**src/rtl/proj_io_pkg.sv**
```systemverilog
// Shared board-I/O types and constants for the SW/KEY conditioning slice.
// No logic: key channel state encoding, board constants, counter width helper.
// No flow control.
package proj_io_pkg;

    typedef enum logic [1:0] {
        IDLE      = 2'd0,
        PRESS_CHK = 2'd1,
        HELD      = 2'd2,
        REL_CHK   = 2'd3
    } key_state_t;

    localparam int CLK_HZ = 50_000_000;
    localparam int NKEYS  = 2;
    localparam int NSW    = 10;

    // Bits needed to hold the largest of the three cycle counts.
    function automatic int cnt_width(input int a, input int b, input int c);
        int m;
        m = a;
        if (b > m) m = b;
        if (c > m) m = c;
        return $clog2(m + 1);
    endfunction

endpackage

```
**src/rtl/key_debounce_ch.sv**
```systemverilog
// One push-button channel: 2-flop sync, debounce FSM, press/release strobes (auto-repeat with KEY_REPEAT_EN).
// Latency: pad edge -> strobe = 2 sync + DEBOUNCE_CYCLES + 1 output register cycles.
// No backpressure: strobes are single-cycle and are never held or stalled.
module key_debounce_ch
    import proj_io_pkg::*;
#(
    parameter int DEBOUNCE_CYCLES = 500000,
    parameter int REPEAT_DELAY    = 25000000,
    parameter int REPEAT_PERIOD   = 5000000
) (
    input  logic clk,
    input  logic rst_n,
    input  logic key_n,
    output logic level,
    output logic press,
    output logic rel
);

    localparam int CW = cnt_width(DEBOUNCE_CYCLES, REPEAT_DELAY, REPEAT_PERIOD);
    localparam logic [CW-1:0] DB_LAST = CW'(DEBOUNCE_CYCLES - 1);

    function automatic logic [CW-1:0] sat_inc(input logic [CW-1:0] v);
        return (&v) ? v : v + 1'b1;
    endfunction

    logic            s1, s2, k;
    key_state_t      state, state_nxt;
    logic [CW-1:0]   cnt, cnt_nxt;
    logic            press_nxt, rel_nxt, rep_nxt;

    // Sync flops rest at the released pad level so reset never looks like a press.
    always_ff @(posedge clk or negedge rst_n) begin
        if (!rst_n) begin
            s1 <= 1'b1;
            s2 <= 1'b1;
        end else begin
            s1 <= key_n;
            s2 <= s1;
        end
    end

    assign k = ~s2;

    always_comb begin
        state_nxt = state;
        cnt_nxt   = cnt;
        press_nxt = 1'b0;
        rel_nxt   = 1'b0;
        case (state)
            IDLE: begin
                if (k) begin
                    state_nxt = PRESS_CHK;
                    cnt_nxt   = '0;
                end
            end
            PRESS_CHK: begin
                if (!k) begin
                    state_nxt = IDLE;
                end else if (cnt == DB_LAST) begin
                    state_nxt = HELD;
                    press_nxt = 1'b1;
                end else begin
                    cnt_nxt = sat_inc(cnt);
                end
            end
            HELD: begin
                if (!k) begin
                    state_nxt = REL_CHK;
                    cnt_nxt   = '0;
                end
            end
            REL_CHK: begin
                if (k) begin
                    state_nxt = HELD;
                end else if (cnt == DB_LAST) begin
                    state_nxt = IDLE;
                    rel_nxt   = 1'b1;
                end else begin
                    cnt_nxt = sat_inc(cnt);
                end
            end
            default: begin
                state_nxt = IDLE;
                cnt_nxt   = '0;
            end
        endcase
    end

`ifdef KEY_REPEAT_EN
    localparam logic [CW-1:0] RD_LAST   = CW'(REPEAT_DELAY - 1);
    localparam logic [CW-1:0] RD_RELOAD = CW'(REPEAT_DELAY - REPEAT_PERIOD);

    logic [CW-1:0] rcnt, rcnt_nxt;

    // Reloading to DELAY-PERIOD makes later strobes land PERIOD cycles apart.
    always_comb begin
        rcnt_nxt = rcnt;
        rep_nxt  = 1'b0;
        case (state)
            HELD: begin
                if (k) begin
                    if (rcnt == RD_LAST) begin
                        rep_nxt  = 1'b1;
                        rcnt_nxt = RD_RELOAD;
                    end else begin
                        rcnt_nxt = sat_inc(rcnt);
                    end
                end
            end
            REL_CHK: rcnt_nxt = rcnt;
            default: rcnt_nxt = '0;
        endcase
    end

    always_ff @(posedge clk or negedge rst_n) begin
        if (!rst_n) rcnt <= '0;
        else        rcnt <= rcnt_nxt;
    end
`else
    assign rep_nxt = 1'b0;
`endif

    always_ff @(posedge clk or negedge rst_n) begin
        if (!rst_n) begin
            state <= IDLE;
            cnt   <= '0;
            level <= 1'b0;
            press <= 1'b0;
            rel   <= 1'b0;
        end else begin
            state <= state_nxt;
            cnt   <= cnt_nxt;
            level <= (state_nxt == HELD) || (state_nxt == REL_CHK);
            press <= press_nxt | rep_nxt;
            rel   <= rel_nxt;
        end
    end

endmodule

```
**src/rtl/key_sw_conditioner.sv**
```systemverilog
// Board input conditioner: synchronised switches with change strobe, debounced keys; optional KEY_REPEAT_EN auto-repeat.
// Latency: SW 2 cycles to SW_SYNC; KEY edge -> strobe 2 + DEBOUNCE_CYCLES + 1 cycles.
// No backpressure: all strobes are single-cycle, downstream must sample them when they fire.
module key_sw_conditioner
    import proj_io_pkg::*;
#(
    parameter int NKEYS           = proj_io_pkg::NKEYS,
    parameter int NSW             = proj_io_pkg::NSW,
    parameter int DEBOUNCE_CYCLES = 500000,
    parameter int REPEAT_DELAY    = 25000000,
    parameter int REPEAT_PERIOD   = 5000000
) (
    input  logic             CLK,
    input  logic             RST_N,
    input  logic [NKEYS-1:0] KEY,
    input  logic [NSW-1:0]   SW,
    output logic [NKEYS-1:0] KEY_LEVEL,
    output logic [NKEYS-1:0] KEY_PRESS,
    output logic [NKEYS-1:0] KEY_RELEASE,
    output logic [NSW-1:0]   SW_SYNC,
    output logic             SW_CHG
);

    logic [NSW-1:0] sw_s1, sw_prev;
    logic [2:0]     arm;

    // arm[2] rises once sw_prev holds real synchronised pad data, so static switches never strobe.
    always_ff @(posedge CLK or negedge RST_N) begin
        if (!RST_N) begin
            sw_s1   <= '0;
            SW_SYNC <= '0;
            sw_prev <= '0;
            arm     <= '0;
        end else begin
            sw_s1   <= SW;
            SW_SYNC <= sw_s1;
            sw_prev <= SW_SYNC;
            arm     <= {arm[1:0], 1'b1};
        end
    end

    assign SW_CHG = arm[2] & (|(SW_SYNC ^ sw_prev));

    for (genvar i = 0; i < NKEYS; i++) begin : g_key
        key_debounce_ch #(
            .DEBOUNCE_CYCLES (DEBOUNCE_CYCLES),
            .REPEAT_DELAY    (REPEAT_DELAY),
            .REPEAT_PERIOD   (REPEAT_PERIOD)
        ) u_ch (
            .clk   (CLK),
            .rst_n (RST_N),
            .key_n (KEY[i]),
            .level (KEY_LEVEL[i]),
            .press (KEY_PRESS[i]),
            .rel   (KEY_RELEASE[i])
        );
    end

endmodule
```
**config.mk**
```make
export PLATFORM = sky130hd
export DESIGN_NAME = key_sw_conditioner
export DESIGN_NICKNAME = d
export VERILOG_FILES = /design/src/rtl/proj_io_pkg.sv /design/src/rtl/key_debounce_ch.sv /design/src/rtl/key_sw_conditioner.sv
export SDC_FILE = /design/constraint.sdc
export NUM_CORES = 1
export LEC_CHECK = 0
export BUFFER_PORTS_ARGS = -buffer_cell sky130_fd_sc_hd__clkbuf_2
export CORE_UTILIZATION = 60
export CTS_CLUSTER_DIAMETER = 30
export DETAILED_ROUTE_END_ITERATION = 6
export PLACE_DENSITY = 0.81
export SLEW_MARGIN = 20
export SYNTH_ARGS = -nofsm -noshare
export SYNTH_HDL_FRONTEND = slang
export SYNTH_SLANG_ARGS = --single-unit
```
**constraint.sdc**
```tcl
create_clock -name CLK -period 2.3 [get_ports CLK]
set_input_delay 0.23 -clock CLK [delete_from_list [all_inputs] [get_ports CLK]]
set_output_delay 0.23 -clock CLK [all_outputs]
set_load 0.005 [all_outputs]
```
==> results by group <==
Outcome
  • Status: complete, no violations

STA
  • Period minus WS final: 2.168 ns
  • Period utilization: 94.25%
  • Count of final max-slew check failures: 0
  • Final Hold Viols: 0
  • Final hold slack: 0.3462 ns
  • Relative slew slack: 49.86%
  • RSZ-0062 raised after global routing: no
  • Fin Clk Skew: 0.01613 ns
  • Fmax: 0.4613 GHz
  • Final setup viols: 0
  • Final Worst Setup Slack: 0.1322 ns
  • Worst-Margin Slew: 0.7494 ns

Synth
  • Post-Syn Area: 4477 sq um
  • Synth area leader: dfrtp_1
  • Top-count cell post-synth: dfrtp_1
  • Most instantiated cells after synthesis: dfrtp_1 (93), a21oi_1 (30), nand2_1 (29)
  • EDFF count, synth: 0
  • Yosys top cell area share: 51.98%
  • Async SR Flop Fraction: 100.0%
  • Synth Warn #: 0
  • Distinct cells, synth: 56
  • Post-synthesis sequential area ratio: 54.33%
  • Main area contributors after synthesis: dfrtp_1 (52%), a21oi_1 (3.4%), or4_1 (3.4%)
  • Avg Inst Size Synth: 10.56 sq um
  • Synth Flop Type: dfrtp_1
  • Syn Nets: 440
  • Mapped Cells: 424
  • Synth Register Bits: 97

Detailed routing
  • Vias per cell: 6.147
  • 1st-pass router iterations: 4
  • Aggregate routed wire length: 9647 um
  • DR iter-0 viols: 271
  • Drt wl/cell: 16.43 um
  • DR DRC count: 0
  • Final antenna-violating net count: 0
  • Via Count: 3608

CTS
  • CTS tree: yes
  • CTS H-tree lvls: 3
  • Clk buf depth: 2
  • Root Buffer: clkbuf_8
  • CTS clk-pin slew, worst paths: 0.11 ns
  • Postcts setup bufs: 0
  • Clock network latency to the later pin of the worst-skew pair: 0.36 ns
  • CTS buffer count: 9
  • Sink Count: 97

Power
  • Net Sw Frac: 24.58%
  • Leakage Power: 2.182 nW
  • P per Cell Area: 606.5 nW/um^2
  • Internal power: 2.389 mW
  • Power share of the sequential group: 56.7%
  • VDD IR-drop max: 0.4279 mV
  • Part of the power in combinational logic: 5.6%
  • Sw Pwr: 778.8 uW
  • Clock share of power: 37.8%

Finish
  • Area delta synth->final: 16.69%
  • Share of cells above drive strength 1: 19.47%
  • Fin nets: 499
  • Area of the multi-input gates: 1931 sq um
  • Ant diodes: 0
  • Register cell area after layout: 2432 sq um
  • Fill cell count: 519

GRT
  • Grt ovf: 0
  • Number of global-route vias before repair: 3307
  • Initial antenna violation count: 0
  • Largest net degree at the start of global routing: 55
  • GRT Total Usage: 26.91%
  • First-pass GRT wire length: 16000 um

Placed design
  • Final HPWL DP: 6558 um
  • Port bufs: 30
  • Placer congestion estimate: 0.9548
  • Setup WS pre-CTS: -0.1588 ns

Die
  • I/O Pins: 31
  • Die W: 88.38 um
  • FP Rows: 31
  • Die area: 7811 sq um
  • Starting Density: 62.05%
  • Core Region: 7214 sq um
  • Die Y: 88.38 um

Worst setup path
  • CP Data Required Time: 2.58 ns
  • Worst Setup End Kind: register
  • Worst Setup SP: g_key[0].u_ch.cnt[0]
  • Worst Path Arrival: 2.44 ns
  • Crit-path max FO: 7
  • Worst setup SP type: register
  • R2r startpoint: g_key[0].u_ch.cnt[0]
  • Worst setup path class: register to register

Worst hold path
  • HP Start: arm[1]
  • Hold crit path type: register to register

Flow run
  • Max_cap viols: 0
-- kinds of logic after synthesis --
group / Yosys count / share of synthesized area, %
AO/OA/AOI/OAI: 85 / 12.49
XOR/XNOR: 25 / 5.059
adder cells (fa/ha/maj): 2 / 0.5589
buffers and inverters: 29 / 3.298
flip-flops: 97 / 54.33
multiplexers: 2 / 0.4472
other: 1 / 0.08377
AND/OR/NAND/NOR: 183 / 23.73
-- what timing repair did --
| item | in CTS | in global routing |
|---|---|---|
| endpoints found under the setup margin | 4 | 13 |
| resized for setup | 1 | 7 |
| hold buffers | 13 | 0 |
| pin swaps | 0 | 1 |
| endpoints found under the hold margin | 53 | 0 |
-- power by group through the flow --
stage / combinational (mW) / clock [mW] / sequential (mW)
6_report: 0.176 / 1.20 / 1.80
5_1_grt: 0.199 / 1.30 / 1.80
4_1_cts: 0.177 / 1.21 / 1.79
3_5_place_dp: 0.158 / 0 / 1.83
3_3_place_gp: 0.154 / 0 / 1.82
2_1_floorplan: 0.0742 / 0 / 1.82
-- worst paths after layout --
path                                    endpoint  slack [ns]  cells after the start
max in group asynchronous       g_key[0].u_ch.s2        1.18                      3
hold / removal                            arm[2]        0.35                      0
min in group asynchronous             SW_SYNC[7]        0.40                      2
hold reg to reg                           arm[2]        0.35                      0
setup / recovery           g_key[0].u_ch.cnt[22]        0.13                      6
setup reg to reg           g_key[0].u_ch.cnt[22]        0.13                      6
-- placed cells by master (no fill, tap or decap), drive strengths merged, types with 2 or more instances in the layout --
master / n
and2: 2
or2: 4
nand4b: 3
dfrtp: 93
nand2: 29
and4: 6
o211a: 2
xnor2: 18
o211ai: 4
xor2: 7
o21ai: 16
buf: 26
and3: 8
dlygate4sd3: 13
a41o: 3
nor3: 7
or4: 20
or3: 12
o31ai: 17
clkbuf: 39
mux2i: 2
dfstp: 4
a21oi: 30
nand3: 21
nand2b: 2
inv: 12
nand4: 21
nor2: 26
nor4: 14
o22ai: 2
nor3b: 3
nor4b: 4
ha: 2
-- cell type report --
type / instances / area share (%)
Clock buffer: 10 / 2.635
Clock inverter: 6 / 1.581
Inverter: 9 / 0.6467
Multi-Input combinational cell: 298 / 36.96
Sequential cell: 97 / 46.56
Tap cell: 99 / 2.371
Timing Repair Buffer: 68 / 9.246
-- layer usage --
metal  vias up  GRT usage (%)  share of wire [%]  wire length, um
li1       1711              -                  -                -
met1      1748          34.03                 43             4119
met2       124          46.29                 51             4889
met3        25          5.597                4.4              423
met4         0          8.944                2.2              215
met5         -              0                  0                0
-- worst max-delay path, stage by stage, from the launching register on --
cell and delay (ns):
dfrtp_1 0.40, ha_1 0.23, and4_4 0.30, nand3_4 0.10, or3_4 0.40, or4_1 0.49, a21oi_1 0.17
-- through the flow --
step	area [sq um]	total power, mW	setup TNS [ns]	utilization (%)	std cells
3_3_place_gp	4840	1.979	0	67.08	558
3_5_place_dp	4840	1.986	-0.2587	67.08	558
5_1_grt	5224	3.297	0	72.41	587
4_1_cts	5194	3.182	0	71.99	587
2_1_floorplan	4477	1.894	0	-	424
6_report	5224	3.168	0	72.41	587
-- flip-flops by register name (all words and copies together), names as in the netlist --
register,count
SW_SYNC,10
arm,3
g_key.u_ch.cnt,50
g_key.u_ch.level,2
g_key.u_ch.press,2
g_key.u_ch.rel,2
g_key.u_ch.s1,2
g_key.u_ch.s2,2
g_key.u_ch.state,4
sw_prev,10
sw_s1,10
Power figures use the tool's default switching activity.
